--- src/rtl/audio_sel_pkg.sv ---
// Shared definitions for the audio source switch.
//   - FSM state encoding of the crossfade sequencer.
//   - Default track-index and volume widths.
package audio_sel_pkg;

  localparam logic [1:0] ST_IDLE     = 2'd0;
  localparam logic [1:0] ST_FADE_OUT = 2'd1;
  localparam logic [1:0] ST_SWITCH   = 2'd2;
  localparam logic [1:0] ST_FADE_IN  = 2'd3;

  localparam int DEF_VOL_W = 16;
  localparam int DEF_CUR_W = 3;

endpackage

--- src/rtl/vol_ramp.sv ---
// Combinational saturating volume step.
// Moves i_vol by STEP toward i_limit without overshooting it.
// The result never wraps: arithmetic is done one bit wider than VOL_W.
// Ports:
//   i_up    1      1 = step upward (clamp at i_limit), 0 = step downward (clamp at i_limit)
//   i_vol   VOL_W  present volume
//   i_limit VOL_W  level that must not be crossed
//   o_vol   VOL_W  stepped volume
import audio_sel_pkg::*;

module vol_ramp #(
  parameter int VOL_W = DEF_VOL_W,
  parameter int STEP  = 256
) (
  input  logic             i_up,
  input  logic [VOL_W-1:0] i_vol,
  input  logic [VOL_W-1:0] i_limit,
  output logic [VOL_W-1:0] o_vol
);

  logic [VOL_W:0] w_step;
  logic [VOL_W:0] w_sum;
  logic [VOL_W:0] w_floor;

  assign w_step  = (VOL_W+1)'(STEP);
  assign w_sum   = {1'b0, i_vol} + w_step;
  // Stepping down is only allowed while a full step still lands at or above the limit.
  assign w_floor = {1'b0, i_limit} + w_step;

  always_comb begin
    if (i_up) begin
      o_vol = (w_sum > {1'b0, i_limit}) ? i_limit : w_sum[VOL_W-1:0];
    end else begin
      o_vol = ({1'b0, i_vol} >= w_floor) ? (i_vol - w_step[VOL_W-1:0]) : i_limit;
    end
  end

endmodule

--- src/rtl/audio_source_switch.sv ---
// N-source selector for the playback path with a click-free volume crossfade.
// A source change ramps the volume out to zero, switches the active source for
// one cycle, then ramps in to the new source's live volume. Out-of-range selects
// are ignored. After reset the block soft-starts by fading in source 0.
// Optional feature macro: AUDIO_SEL_MUTE_EN (adds the mute input).
// Ports:
//   clk          1              system clock, rising edge
//   rst_n        1              asynchronous active-low reset
//   sel          SEL_W          requested source index
//   src_current  NUM_SRC*CUR_W  packed track indices, source k at [k*CUR_W +: CUR_W]
//   src_volume   NUM_SRC*VOL_W  packed volumes, source k at [k*VOL_W +: VOL_W]
//   mute         1              (AUDIO_SEL_MUTE_EN only) fade to zero and hold
//   current      CUR_W          track index of the active source (registered)
//   volume       VOL_W          ramped output volume (registered)
//   active_sel   SEL_W          source currently driving the outputs
//   busy         1              high whenever the sequencer is not idle
module audio_source_switch
  import audio_sel_pkg::*;
#(
  parameter int NUM_SRC  = 4,
  parameter int CUR_W    = DEF_CUR_W,
  parameter int VOL_W    = DEF_VOL_W,
  parameter int STEP     = 256,
  parameter int TICK_DIV = 4,
  localparam int SEL_W   = $clog2(NUM_SRC)
) (
  input  logic                     clk,
  input  logic                     rst_n,
  input  logic [SEL_W-1:0]         sel,
  input  logic [NUM_SRC*CUR_W-1:0] src_current,
  input  logic [NUM_SRC*VOL_W-1:0] src_volume,
`ifdef AUDIO_SEL_MUTE_EN
  input  logic                     mute,
`endif
  output logic [CUR_W-1:0]         current,
  output logic [VOL_W-1:0]         volume,
  output logic [SEL_W-1:0]         active_sel,
  output logic                     busy
);

  localparam int TICK_W = (TICK_DIV > 1) ? $clog2(TICK_DIV) : 1;
  localparam logic [TICK_W-1:0] TICK_LAST = TICK_W'(TICK_DIV - 1);

  logic [1:0]        r_state;
  logic [TICK_W-1:0] r_tick;
  logic [VOL_W-1:0]  r_vol;
  logic [CUR_W-1:0]  r_cur;
  logic [SEL_W-1:0]  r_asel;
  logic [SEL_W-1:0]  r_tgt;

  logic [VOL_W-1:0]  w_vol_arr [NUM_SRC];
  logic [CUR_W-1:0]  w_cur_arr [NUM_SRC];
  logic [VOL_W-1:0]  w_lvl;
  logic [CUR_W-1:0]  w_src_cur;
  logic [VOL_W-1:0]  w_up;
  logic [VOL_W-1:0]  w_dn;
  logic [SEL_W-1:0]  w_tgt_nxt;
  logic              w_sel_ok;
  logic              w_sel_chg;
  logic              w_sel_back;
  logic              w_step;
  logic              w_mute;

  for (genvar k = 0; k < NUM_SRC; k++) begin : g_unpack
    assign w_vol_arr[k] = src_volume[k*VOL_W +: VOL_W];
    assign w_cur_arr[k] = src_current[k*CUR_W +: CUR_W];
  end

`ifdef AUDIO_SEL_MUTE_EN
  assign w_mute = mute;
`else
  assign w_mute = 1'b0;
`endif

  assign w_lvl      = w_vol_arr[r_asel];
  assign w_src_cur  = w_cur_arr[r_asel];
  assign w_sel_ok   = ({1'b0, sel} < (SEL_W+1)'(NUM_SRC));
  assign w_sel_chg  = w_sel_ok && (sel != r_asel);
  assign w_sel_back = w_sel_ok && (sel == r_asel);
  assign w_tgt_nxt  = w_sel_ok ? sel : r_tgt;
  assign w_step     = (r_tick == TICK_LAST);

  vol_ramp #(.VOL_W(VOL_W), .STEP(STEP)) u_ramp_up (
    .i_up    (1'b1),
    .i_vol   (r_vol),
    .i_limit (w_lvl),
    .o_vol   (w_up)
  );

  vol_ramp #(.VOL_W(VOL_W), .STEP(STEP)) u_ramp_dn (
    .i_up    (1'b0),
    .i_vol   (r_vol),
    .i_limit ('0),
    .o_vol   (w_dn)
  );

  // Every branch that changes r_state also clears r_tick; the later assignment wins.
  always_ff @(posedge clk or negedge rst_n) begin
    if (!rst_n) begin
      r_state <= ST_FADE_IN;
      r_tick  <= '0;
      r_vol   <= '0;
      r_cur   <= '0;
      r_asel  <= '0;
      r_tgt   <= '0;
    end else begin
      case (r_state)
        ST_IDLE: begin
          r_vol  <= w_lvl;
          r_cur  <= w_src_cur;
          r_tick <= '0;
          if (w_sel_chg) begin
            r_tgt   <= sel;
            r_state <= ST_FADE_OUT;
          end else if (w_mute) begin
            r_tgt   <= r_asel;
            r_state <= ST_FADE_OUT;
          end
        end
        ST_FADE_OUT: begin
          r_tick <= w_step ? '0 : r_tick + 1'b1;
          // Target equal to the active source only happens while muted; leaving
          // mute in that situation resumes on the same source without a switch.
          if (!w_mute && (w_sel_back || (r_tgt == r_asel))) begin
            r_state <= ST_FADE_IN;
            r_tick  <= '0;
          end else begin
            r_tgt <= w_tgt_nxt;
            if (w_step) begin
              r_vol <= w_dn;
            end
            if (((r_vol == '0) || (w_step && (w_dn == '0))) && (w_tgt_nxt != r_asel)) begin
              r_state <= ST_SWITCH;
              r_tick  <= '0;
            end
          end
        end
        ST_SWITCH: begin
          r_asel  <= r_tgt;
          r_cur   <= w_cur_arr[r_tgt];
          r_vol   <= '0;
          r_tick  <= '0;
          r_state <= ST_FADE_IN;
        end
        ST_FADE_IN: begin
          r_cur  <= w_src_cur;
          r_tick <= w_step ? '0 : r_tick + 1'b1;
          if (w_sel_chg) begin
            r_tgt   <= sel;
            r_state <= ST_FADE_OUT;
            r_tick  <= '0;
          end else if (w_mute) begin
            r_tgt   <= r_asel;
            r_state <= ST_FADE_OUT;
            r_tick  <= '0;
          end else if (w_lvl <= r_vol) begin
            // Covers both reaching the level and the live level dropping below us.
            r_vol   <= w_lvl;
            r_state <= ST_IDLE;
            r_tick  <= '0;
          end else if (w_step) begin
            r_vol <= w_up;
            if (w_up == w_lvl) begin
              r_state <= ST_IDLE;
              r_tick  <= '0;
            end
          end
        end
        default: begin
          r_state <= ST_IDLE;
          r_tick  <= '0;
        end
      endcase
    end
  end

  assign current    = r_cur;
  assign volume     = r_vol;
  assign active_sel = r_asel;
  assign busy       = (r_state != ST_IDLE);

endmodule

--- config.mk ---
export PLATFORM = sky130hd
export DESIGN_NAME = audio_source_switch
export DESIGN_NICKNAME = d
export VERILOG_FILES = /design/src/rtl/audio_sel_pkg.sv /design/src/rtl/vol_ramp.sv /design/src/rtl/audio_source_switch.sv
export SDC_FILE = /design/constraint.sdc
export NUM_CORES = 1
export LEC_CHECK = 0
export CAP_MARGIN = 5
export CORE_ASPECT_RATIO = 0.7
export CORE_MARGIN = 2
export CORE_UTILIZATION = 30
export CTS_BUF_LIST = sky130_fd_sc_hd__clkbuf_16
export DETAILED_ROUTE_END_ITERATION = 6
export PLACE_DENSITY = 0.66
export SETUP_SLACK_MARGIN = 0.15
export SKIP_CTS_REPAIR_TIMING = 1
export SLEW_MARGIN = 20
export SYNTH_ARGS = -nofsm -noshare
export SYNTH_HDL_FRONTEND = slang
export SYNTH_SLANG_ARGS = --single-unit
export TNS_END_PERCENT = 100
--- constraint.sdc ---
create_clock -name clk -period 4.3 [get_ports clk]
set_clock_uncertainty 0.15 [all_clocks]
set_input_delay 0.645 -clock clk [delete_from_list [all_inputs] [get_ports clk]]
set_output_delay 0.645 -clock clk [all_outputs]
set_load 0.005 [all_outputs]
==> run_results.csv, run 1 <==
group,metric,value,unit
global_route,antenna_found_initial,0,
flow_run,drv_cap,0,
yosys,synth_top_area_share,0.184,
final_layout,area_growth_syn_to_layout,39.9,%
critical_path,worstReg2RegStart,"active_sel[0]",
run_status,outcome,"finished, final reports clean",
timing,slew-limit-headroom,0.637,
critical_path,worstPathRequired,4.30,ns
final_layout,fin_util,0.431,
place,portBuffers,101,
place,gp_congestion,0.932,
global_route,gr-total-overflow,0,
yosys,synthSimpleGateAreaFrac,0.127,
die,die_w,131,um
final_layout,layout.cells.non_filler,618,
yosys,yosysTopAreaCell,"dfrtp_1",
yosys,synth-compound-area-share,0.177,
place,dp_hpwl,8.97,mm
timing,rsz0062_at_grt,"false",
final_layout,nets,588,
routing,wl,10.7,mm
yosys,ys_ff_latch,27,
routing,vias,3262,
timing,setup_viol,0,
clock_network,cts_max_path_buffers,2,
power,power,3880,uW
critical_path,rr_worst_depth,13,
clock_network,clk_pin_slew,0.08,ns
power,ir_drop,0.263,mV
routing,vias_per_cell,5.28,
die,die_h,93.1,um
routing,wl_per_cell,17.4,um
critical_path,worst_ep_arrival_time,3.99,ns
timing,post-route-period-util,0.926,
yosys,syn_area,0.00341,sq mm
global_route,grt_pass1_vias,3321,
yosys,synth_mux_area_frac,0.192,
critical_path,start_kind,"primary input",
timing,fmax,0.251,GHz
power,leakage,0.00205,uW
routing,ant_nets,0,
yosys,ys.flop_type,"dfrtp_1",
yosys,ys_seq_area_frac,0.199,
yosys,netlist_instances,357,
final_layout,diodes,0,
critical_path,end_kind,"register",
timing,fin_crit,3.98,ns
worst_hold_path,min_path_cells,1,
clock_network,cts.sinks,27,
global_route,grt_first_pass_wirelength,17.5,mm
timing,hold_viol_final,0,
yosys,synth_fp_nets,479,
critical_path,reg2reg_setup_slack,0.42,ns
yosys,synthAdderAreaFrac,0.154,
clock_network,clk_latency,0.28,ns
worst_hold_path,min_to,"r_tick[0]",
clock_network,cts_tree,"done",
yosys,synthDistinctLibCells,55,
timing,worst_pin_slew,0.540,ns
die,fp.dieArea,0.0122,sq mm
routing,drc,0,
global_route,grt_max_degree,28,
die,core,0.0111,sq mm
worst_hold_path,hold_path_class,"register to register",
routing,drtPass1Iterations,5,
yosys,synth-xor-area-share,0.0841,
global_route,grt_use_total,0.180,
clock_network,cts_buffers,3,
critical_path,reg2reg_to,"volume[15]",
yosys,synth_warnings,0,
yosys,synth_edf_count,0,
clock_network,root_buffer,"clkbuf_16",
critical_path,critPathMaxFanout,6,
yosys,synth_top_family_by_area,"multiplexers",
die,ioPinCount,102,
die,std_cell_rows,32,
clock_network,htree_levels,1,
power,powerDensity,815,mW/mm^2
final_layout,n_fill_cell,1067,
yosys,avgSynthCellArea,9.54,sq um
timing,finalMaxSlewViolations,0,
die,initial_core_util,0.308,
yosys,synth.area.top_cells,"dfrtp_1 (18%), ha_1 (15%), mux4_2 (7.9%)",
yosys,synthArstFlopShare,1.00,
place,place_inst,614,
final_layout,final_layout_size_suffix_gt1_frac,0.112,
worst_hold_path,hold_path_startpoint,"r_tick[0]",
routing,drtIter0Drc,305,
critical_path,crit_type,"primary input to register",
-- synthesized netlist by cell type (4+ instances only) --
| library cell | n |
|---|---|
| a221oi_1 | 4 |
| xnor2_1 | 22 |
| a21o_1 | 9 |
| nand2_1 | 23 |
| nor2b_1 | 5 |
| buf_2 | 6 |
| nand3_1 | 7 |
| and3_1 | 6 |
| clkbuf_1 | 7 |
| nor2_1 | 21 |
| o21a_1 | 4 |
| mux4_1 | 10 |
| mux4_2 | 12 |
| nand4_1 | 6 |
| o21ai_0 | 11 |
| nor3_1 | 7 |
| a211oi_1 | 4 |
| inv_1 | 38 |
| dfrtp_1 | 25 |
| a21oi_1 | 16 |
| ha_1 | 42 |
| mux2_2 | 6 |
| a22o_1 | 13 |
-- logic make-up (layout without fill, tap and decap cells) --
family / count (synthesis) / count (layout)
buffers and inverters: 55 / 163
AO/OA/AOI/OAI: 84 / 84
XOR/XNOR: 28 / 28
multiplexers: 33 / 33
AND/OR/NAND/NOR: 88 / 88
adder cells (fa/ha/maj): 42 / 42
flip-flops: 27 / 27
-- critical path, stage by stage --
cell	delay (ns)
clkdlybuf4s50_1	0.43
mux4_2	0.53
ha_1	0.33
and3_1	0.18
o21ai_0	0.28
o2111ai_1	0.15
or3_1	0.37
a21o_1	0.26
buf_4	0.18
a22o_1	0.23
a221oi_1	0.29
a21oi_1	0.11
-- flip-flops by register name (all words and copies together), names as in the netlist --
register / cells
current: 3
volume: 16
r_state: 2
r_tgt: 2
active_sel: 2
r_tick: 2
-- area by class of cell --
class | count | area (sq um) | share of cell area
Clock buffer | 3 | 75.1 | 0.0158
Clock inverter | 1 | 8.76 | 0.00184
Inverter | 39 | 146 | 0.0307
Multi-Input combinational cell | 275 | 2490 | 0.524
Sequential cell | 27 | 681 | 0.143
Tap cell | 153 | 191 | 0.0402
Timing Repair Buffer | 120 | 1170 | 0.245
-- worst max path at each step --
stage	start	endpoint	cells after the start
global route	src_volume[28]	volume[11]	13
global placement	src_volume[22]	volume[10]	11
detailed placement	src_volume[22]	volume[15]	12
CTS	src_volume[22]	volume[15]	12
floorplan	active_sel[0]	volume[10]	14
finish	src_volume[22]	volume[15]	12
-- report_power, final --
group	leakage [uW]	switching (uW)	internal, uW
clock network	0.0000415	116	130
logic	0.00168	1550	1500
registers	0.000331	193	390
total	0.00205	1860	2020
-- per-layer routing --
metal,up-vias,track usage,wire length (um)
li1,1540,-,-
met1,1545,0.263,5090
met2,169,0.286,4580
met3,8,0.0255,982
met4,0,0.0317,88
met5,-,0,0
-- cell usage in the layout (no fill, tap or decap), types with 7 or more instances in the layout --
cell type        netlist  final
clkdlybuf4s50_1        0    101
ha_1                  42     42
xnor2_1               22     22
nand2_1               23     23
nand3_1                7      7
mux4_2                12     14
buf_4                  1     18
a21o_1                 9      9
a21oi_1               16     16
nor3_1                 7      7
dfrtp_1               25     23
mux4_1                10      8
o21ai_0               11     10
a22o_1                13     13
inv_1                 38     38
nor2_1                21     21
-- through the flow --
stage,hold slack [ns],area (sq um),setup TNS [ns],worst slack [ns]
after floorplan,0.199,3410,0,0.486
after global placement,0.279,4680,-0.0470,-0.0381
after detailed placement,0.290,4680,-0.0567,-0.0444
after CTS,0.300,4770,0,0.230
after global routing,0.318,4760,0,0.154
final,0.294,4760,0,0.319
Power figures use the tool's default switching activity.
==> run 2: changes to the inputs <==
--- a/config.mk
+++ b/config.mk
@@ -5,15 +5,16 @@
 export SDC_FILE = /design/constraint.sdc
 export NUM_CORES = 1
 export LEC_CHECK = 0
-export CAP_MARGIN = 5
 export CORE_ASPECT_RATIO = 0.7
 export CORE_MARGIN = 2
 export CORE_UTILIZATION = 30
 export CTS_BUF_LIST = sky130_fd_sc_hd__clkbuf_16
 export DETAILED_ROUTE_END_ITERATION = 6
-export PLACE_DENSITY = 0.66
+export DONT_BUFFER_PORTS = 1
+export PLACE_DENSITY = 0.55
 export SETUP_SLACK_MARGIN = 0.15
 export SKIP_CTS_REPAIR_TIMING = 1
+export SKIP_LAST_GASP = 1
 export SLEW_MARGIN = 20
 export SYNTH_ARGS = -nofsm -noshare
 export SYNTH_HDL_FRONTEND = slang
==> run_results.csv, run 2 (synthesis results as in run 1) <==
group,metric,value,unit
clock_network,htree_levels,1,
timing,hold_viol_final,0,
timing,rsz0062_at_grt,"false",
die,ioPinCount,102,
clock_network,root_buffer,"clkbuf_16",
timing,hold_ws,0.0323,ns
clock_network,cts.sinks,27,
timing,fin_crit,3.95,ns
critical_path,worst_ep_arrival_time,4.01,ns
timing,finalMaxSlewViolations,0,
timing,worst_pin_slew,0.505,ns
timing,slew-limit-headroom,0.660,
power,leakage,0.00164,uW
worst_hold_path,hold_path_class,"primary input to asynchronous set/reset pin",
timing,fmax,0.253,GHz
die,die_h,93.1,um
final_layout,largest_reg_flops,16,
clock_network,clk_latency,0.27,ns
place,portBuffers,0,
final_layout,nets,481,
routing,drtPass1Iterations,4,
die,core,0.0111,sq mm
global_route,grt_pass1_vias,2901,
power,ir_drop,0.380,mV
routing,wl_per_cell,20.5,um
place,dp_hpwl,8.58,mm
final_layout,final_cell_mix,"ha_1 (42), inv_1 (38), nand2_1 (23), dfrtp_1 (23), xnor2_1 (22)",
timing,setup_viol,0,
die,std_cell_rows,32,
routing,drtIter0Drc,189,
critical_path,start_kind,"register",
critical_path,end_kind,"register",
place,gp_congestion,0.910,
global_route,antenna_found_initial,1,
final_layout,diodes,0,
routing,vias_per_cell,5.69,
run_status,outcome,"finished, final reports clean",
clock_network,clk_pin_slew,0.08,ns
die,initial_core_util,0.308,
routing,vias,2908,
critical_path,critPathMaxFanout,20,
routing,drc,0,
critical_path,worstPathRequired,4.36,ns
clock_network,cts_buffers,3,
global_route,grt_first_pass_wirelength,16.4,mm
global_route,gr-total-overflow,0,
power,powerDensity,964,mW/mm^2
timing,setup_tns,0,ns
global_route,grt_max_degree,28,
timing,post-route-period-util,0.918,
final_layout,area_growth_syn_to_layout,9.40,%
clock_network,cts_max_path_buffers,2,
global_route,grt_use_total,0.171,
flow_run,drv_cap,0,
final_layout,final_layout_size_suffix_gt1_frac,0.131,
clock_network,cts_tree,"done",
final_layout,layout_commonest_cell,"ha_1",
die,fp.dieArea,0.0122,sq mm
critical_path,crit_type,"register to register",
die,die_w,131,um
power,power,3590,uW
routing,wl,10.5,mm
routing,ant_nets,0,
run 2: worst paths after layout:
| path | slack [ns] | endpoint | startpoint | cells after the start |
|---|---|---|---|---|
| max in group asynchronous | 3.80 | volume[8] | rst_n | 1 |
| worst min-delay path | 0.03 | volume[0] | rst_n | 1 |
| min in group clk | 0.30 | r_tick[0] | r_tick[0] | 1 |
| worst max-delay path | 0.35 | volume[10] | active_sel[0] | 11 |
| worst max register to register | 0.35 | volume[10] | active_sel[0] | 11 |
| worst min register to register | 0.30 | r_tick[0] | r_tick[0] | 1 |
run 2: layer usage:
metal,track usage,part of all wire
met5,0,0.0012
met4,0.0263,0.015
met3,0.0461,0.11
met2,0.255,0.41
met1,0.253,0.47
run 2: cell type report:
class / instances / area, sq um
multi-input cells: 275 / 2500
flip-flops and latches: 27 / 681
fillers: 1177 / 7320
well taps: 153 / 191
clock inverters: 1 / 8.76
repair buffers: 13 / 123
inverters: 39 / 146
clock buffers: 3 / 75.1
run 2: worst max-delay path, cell delays in order (launching register included):
cell and delay (ns):
dfrtp_2 0.45, buf_12 0.20, mux4_1 0.65, ha_1 0.34, and3_1 0.18, o21ai_0 0.26
o2111ai_1 0.14, or3_1 0.37, a21o_1 0.28, or3b_2 0.47, a211oi_1 0.23, a221o_1 0.14
run 2: metrics by stage:
step,util,cells,setup slack [ns],area (sq um)
after detailed placement,0.328,506,0.312,3620
after floorplan,-,357,0.486,3410
after global routing,0.337,511,0.160,3730
final,0.337,511,0.351,3730
after CTS,0.335,510,0.250,3700
after global placement,0.328,506,0.292,3620
run 2: power by group:
group / switching (uW) / internal (uW) / total, uW
registers: 177 / 390 / 567
logic: 1530 / 1260 / 2790
clock network: 107 / 129 / 236
total: 1820 / 1780 / 3590
==> run 3: changes to the inputs <==
--- a/config.mk
+++ b/config.mk
@@ -11,7 +11,7 @@
 export CTS_BUF_LIST = sky130_fd_sc_hd__clkbuf_16
 export DETAILED_ROUTE_END_ITERATION = 6
 export DONT_BUFFER_PORTS = 1
-export PLACE_DENSITY = 0.55
+export PLACE_DENSITY_LB_ADDON = 0.12
 export SETUP_SLACK_MARGIN = 0.15
 export SKIP_CTS_REPAIR_TIMING = 1
 export SKIP_LAST_GASP = 1
==> run_results.csv, run 3 (synthesis results as in run 1) <==
group,metric,value,unit
run_status,outcome,"finished, final reports clean",
clock_network,cts_buffers,3,
clock_network,clk_latency,0.28,ns
worst_hold_path,hold_path_class,"primary input to asynchronous set/reset pin",
power,leakage,0.00166,uW
timing,rsz0062_at_grt,"false",
critical_path,start_kind,"register",
timing,post-route-period-util,0.910,
place,dpl_cell_area,0.00366,sq mm
critical_path,end_kind,"register",
critical_path,cp_num_cells,12,
routing,drtIter0Drc,206,
routing,drtPass1Iterations,5,
clock_network,root_buffer,"clkbuf_16",
timing,slew-limit-headroom,0.624,
power,powerDensity,965,mW/mm^2
place,gp_congestion,0.837,
final_layout,final_cell_mix,"ha_1 (42), inv_1 (38), dfrtp_1 (25)",
clock_network,htree_levels,1,
power,power,3630,uW
die,ioPinCount,102,
die,fp.dieArea,0.0122,sq mm
routing,vias_per_cell,5.52,
final_layout,layout_commonest_cell,"ha_1",
critical_path,worst_ep_arrival_time,3.98,ns
critical_path,worstReg2RegStart,"active_sel[0]",
final_layout,nets,485,
timing,setup_tns,0,ns
clock_network,cts_tree,"done",
routing,vias,2843,
place,dp_hpwl,8.33,mm
timing,fmax,0.256,GHz
global_route,grt_max_degree,28,
die,core,0.0111,sq mm
timing,fin_crit,3.91,ns
global_route,grt_pass1_vias,2770,
timing,hold_viol_final,0,
final_layout,area_growth_syn_to_layout,10.5,%
global_route,antenna_found_initial,0,
critical_path,worstPathRequired,4.36,ns
final_layout,final_layout_size_suffix_gt1_frac,0.130,
final_layout,largest_reg_flops,16,
timing,finalMaxSlewViolations,0,
clock_network,cts_max_path_buffers,2,
final_layout,layout.cells.non_filler,515,
global_route,grt_first_pass_wirelength,16.0,mm
place,portBuffers,0,
critical_path,crit_type,"register to register",
die,initial_core_util,0.308,
final_layout,fin_util,0.340,
critical_path,path_common_cell,"a21o_1",
flow_run,drv_cap,0,
timing,worst_pin_slew,0.559,ns
routing,ant_nets,0,
clock_network,clk_pin_slew,0.08,ns
timing,setup_viol,0,
die,std_cell_rows,32,
critical_path,crit_buf_inv,2,
die,die_w,131,um
routing,wl,10.3,mm
die,die_h,93.1,um
critical_path,rr_worst_depth,12,
critical_path,critPathMaxFanout,23,
final_layout,fin_area,0.00376,sq mm
global_route,grt_use_total,0.169,
clock_network,cts.sinks,27,
critical_path,crit_family,"compound AO/OA/AOI/OAI gates",
critical_path,crit_path_max_incr_delay,0.63,ns
critical_path,cp_slowest_cell,"mux4_2",
critical_path,path_cells,"buf_12 > mux4_2 > inv_1 > ha_1 > a21o_1 > a21oi_1 > o2111ai_1 > or3_1 > a21o_1 > or3b_2 > a211oi_1 > a221o_1",
global_route,gr-total-overflow,0,
power,ir_drop,0.296,mV
critical_path,reg2reg_to,"volume[10]",
routing,wl_per_cell,20.0,um
final_layout,diodes,0,
place,place_inst,510,
critical_path,reg2reg_setup_slack,0.39,ns
routing,drc,0,
## run 3: metrics by stage
| stage | hold slack, ns | worst slack [ns] |
|---|---|---|
| final | 0.0365 | 0.387 |
| after global routing | 0.0353 | 0.163 |
| after CTS | -0.101 | 0.360 |
| after detailed placement | 0.202 | 0.389 |
| after global placement | 0.201 | 0.426 |
| after floorplan | 0.199 | 0.486 |
## run 3: worst max path at each step
stage,from,endpoint
4_1_cts,active_sel[0],volume[10]
6_report,active_sel[0],volume[10]
3_5_place_dp,active_sel[0],volume[10]
3_3_place_gp,active_sel[0],volume[10]
5_1_grt,active_sel[0],volume[8]
2_1_floorplan,active_sel[0],volume[10]
## run 3: power breakdown
| group | switching (uW) | internal [uW] | leakage, uW |
|---|---|---|---|
| Sequential | 156 | 388 | 0.000333 |
| Clock | 106 | 127 | 0.0000371 |
| Combinational | 1570 | 1290 | 0.00129 |
| Total | 1830 | 1800 | 0.00166 |
## run 3: area by class of cell
cell class	count	area (sq um)
Clock buffer	3	75.1
Clock inverter	1	7.51
Fill cell	1158	7290
Inverter	39	146
Multi-Input combinational cell	275	2500
Sequential cell	27	678
Tap cell	153	191
Timing Repair Buffer	17	165
## run 3: routing by layer
layer / vias to the layer above / part of all wire / wire (um) / GRT usage
met5: - / 0 / 0 / 0
met4: 0 / 0.0041 / 42 / 0.0217
met3: 2 / 0.078 / 806 / 0.0336
met2: 124 / 0.41 / 4240 / 0.246
met1: 1377 / 0.51 / 5240 / 0.263
li1: 1340 / - / - / -
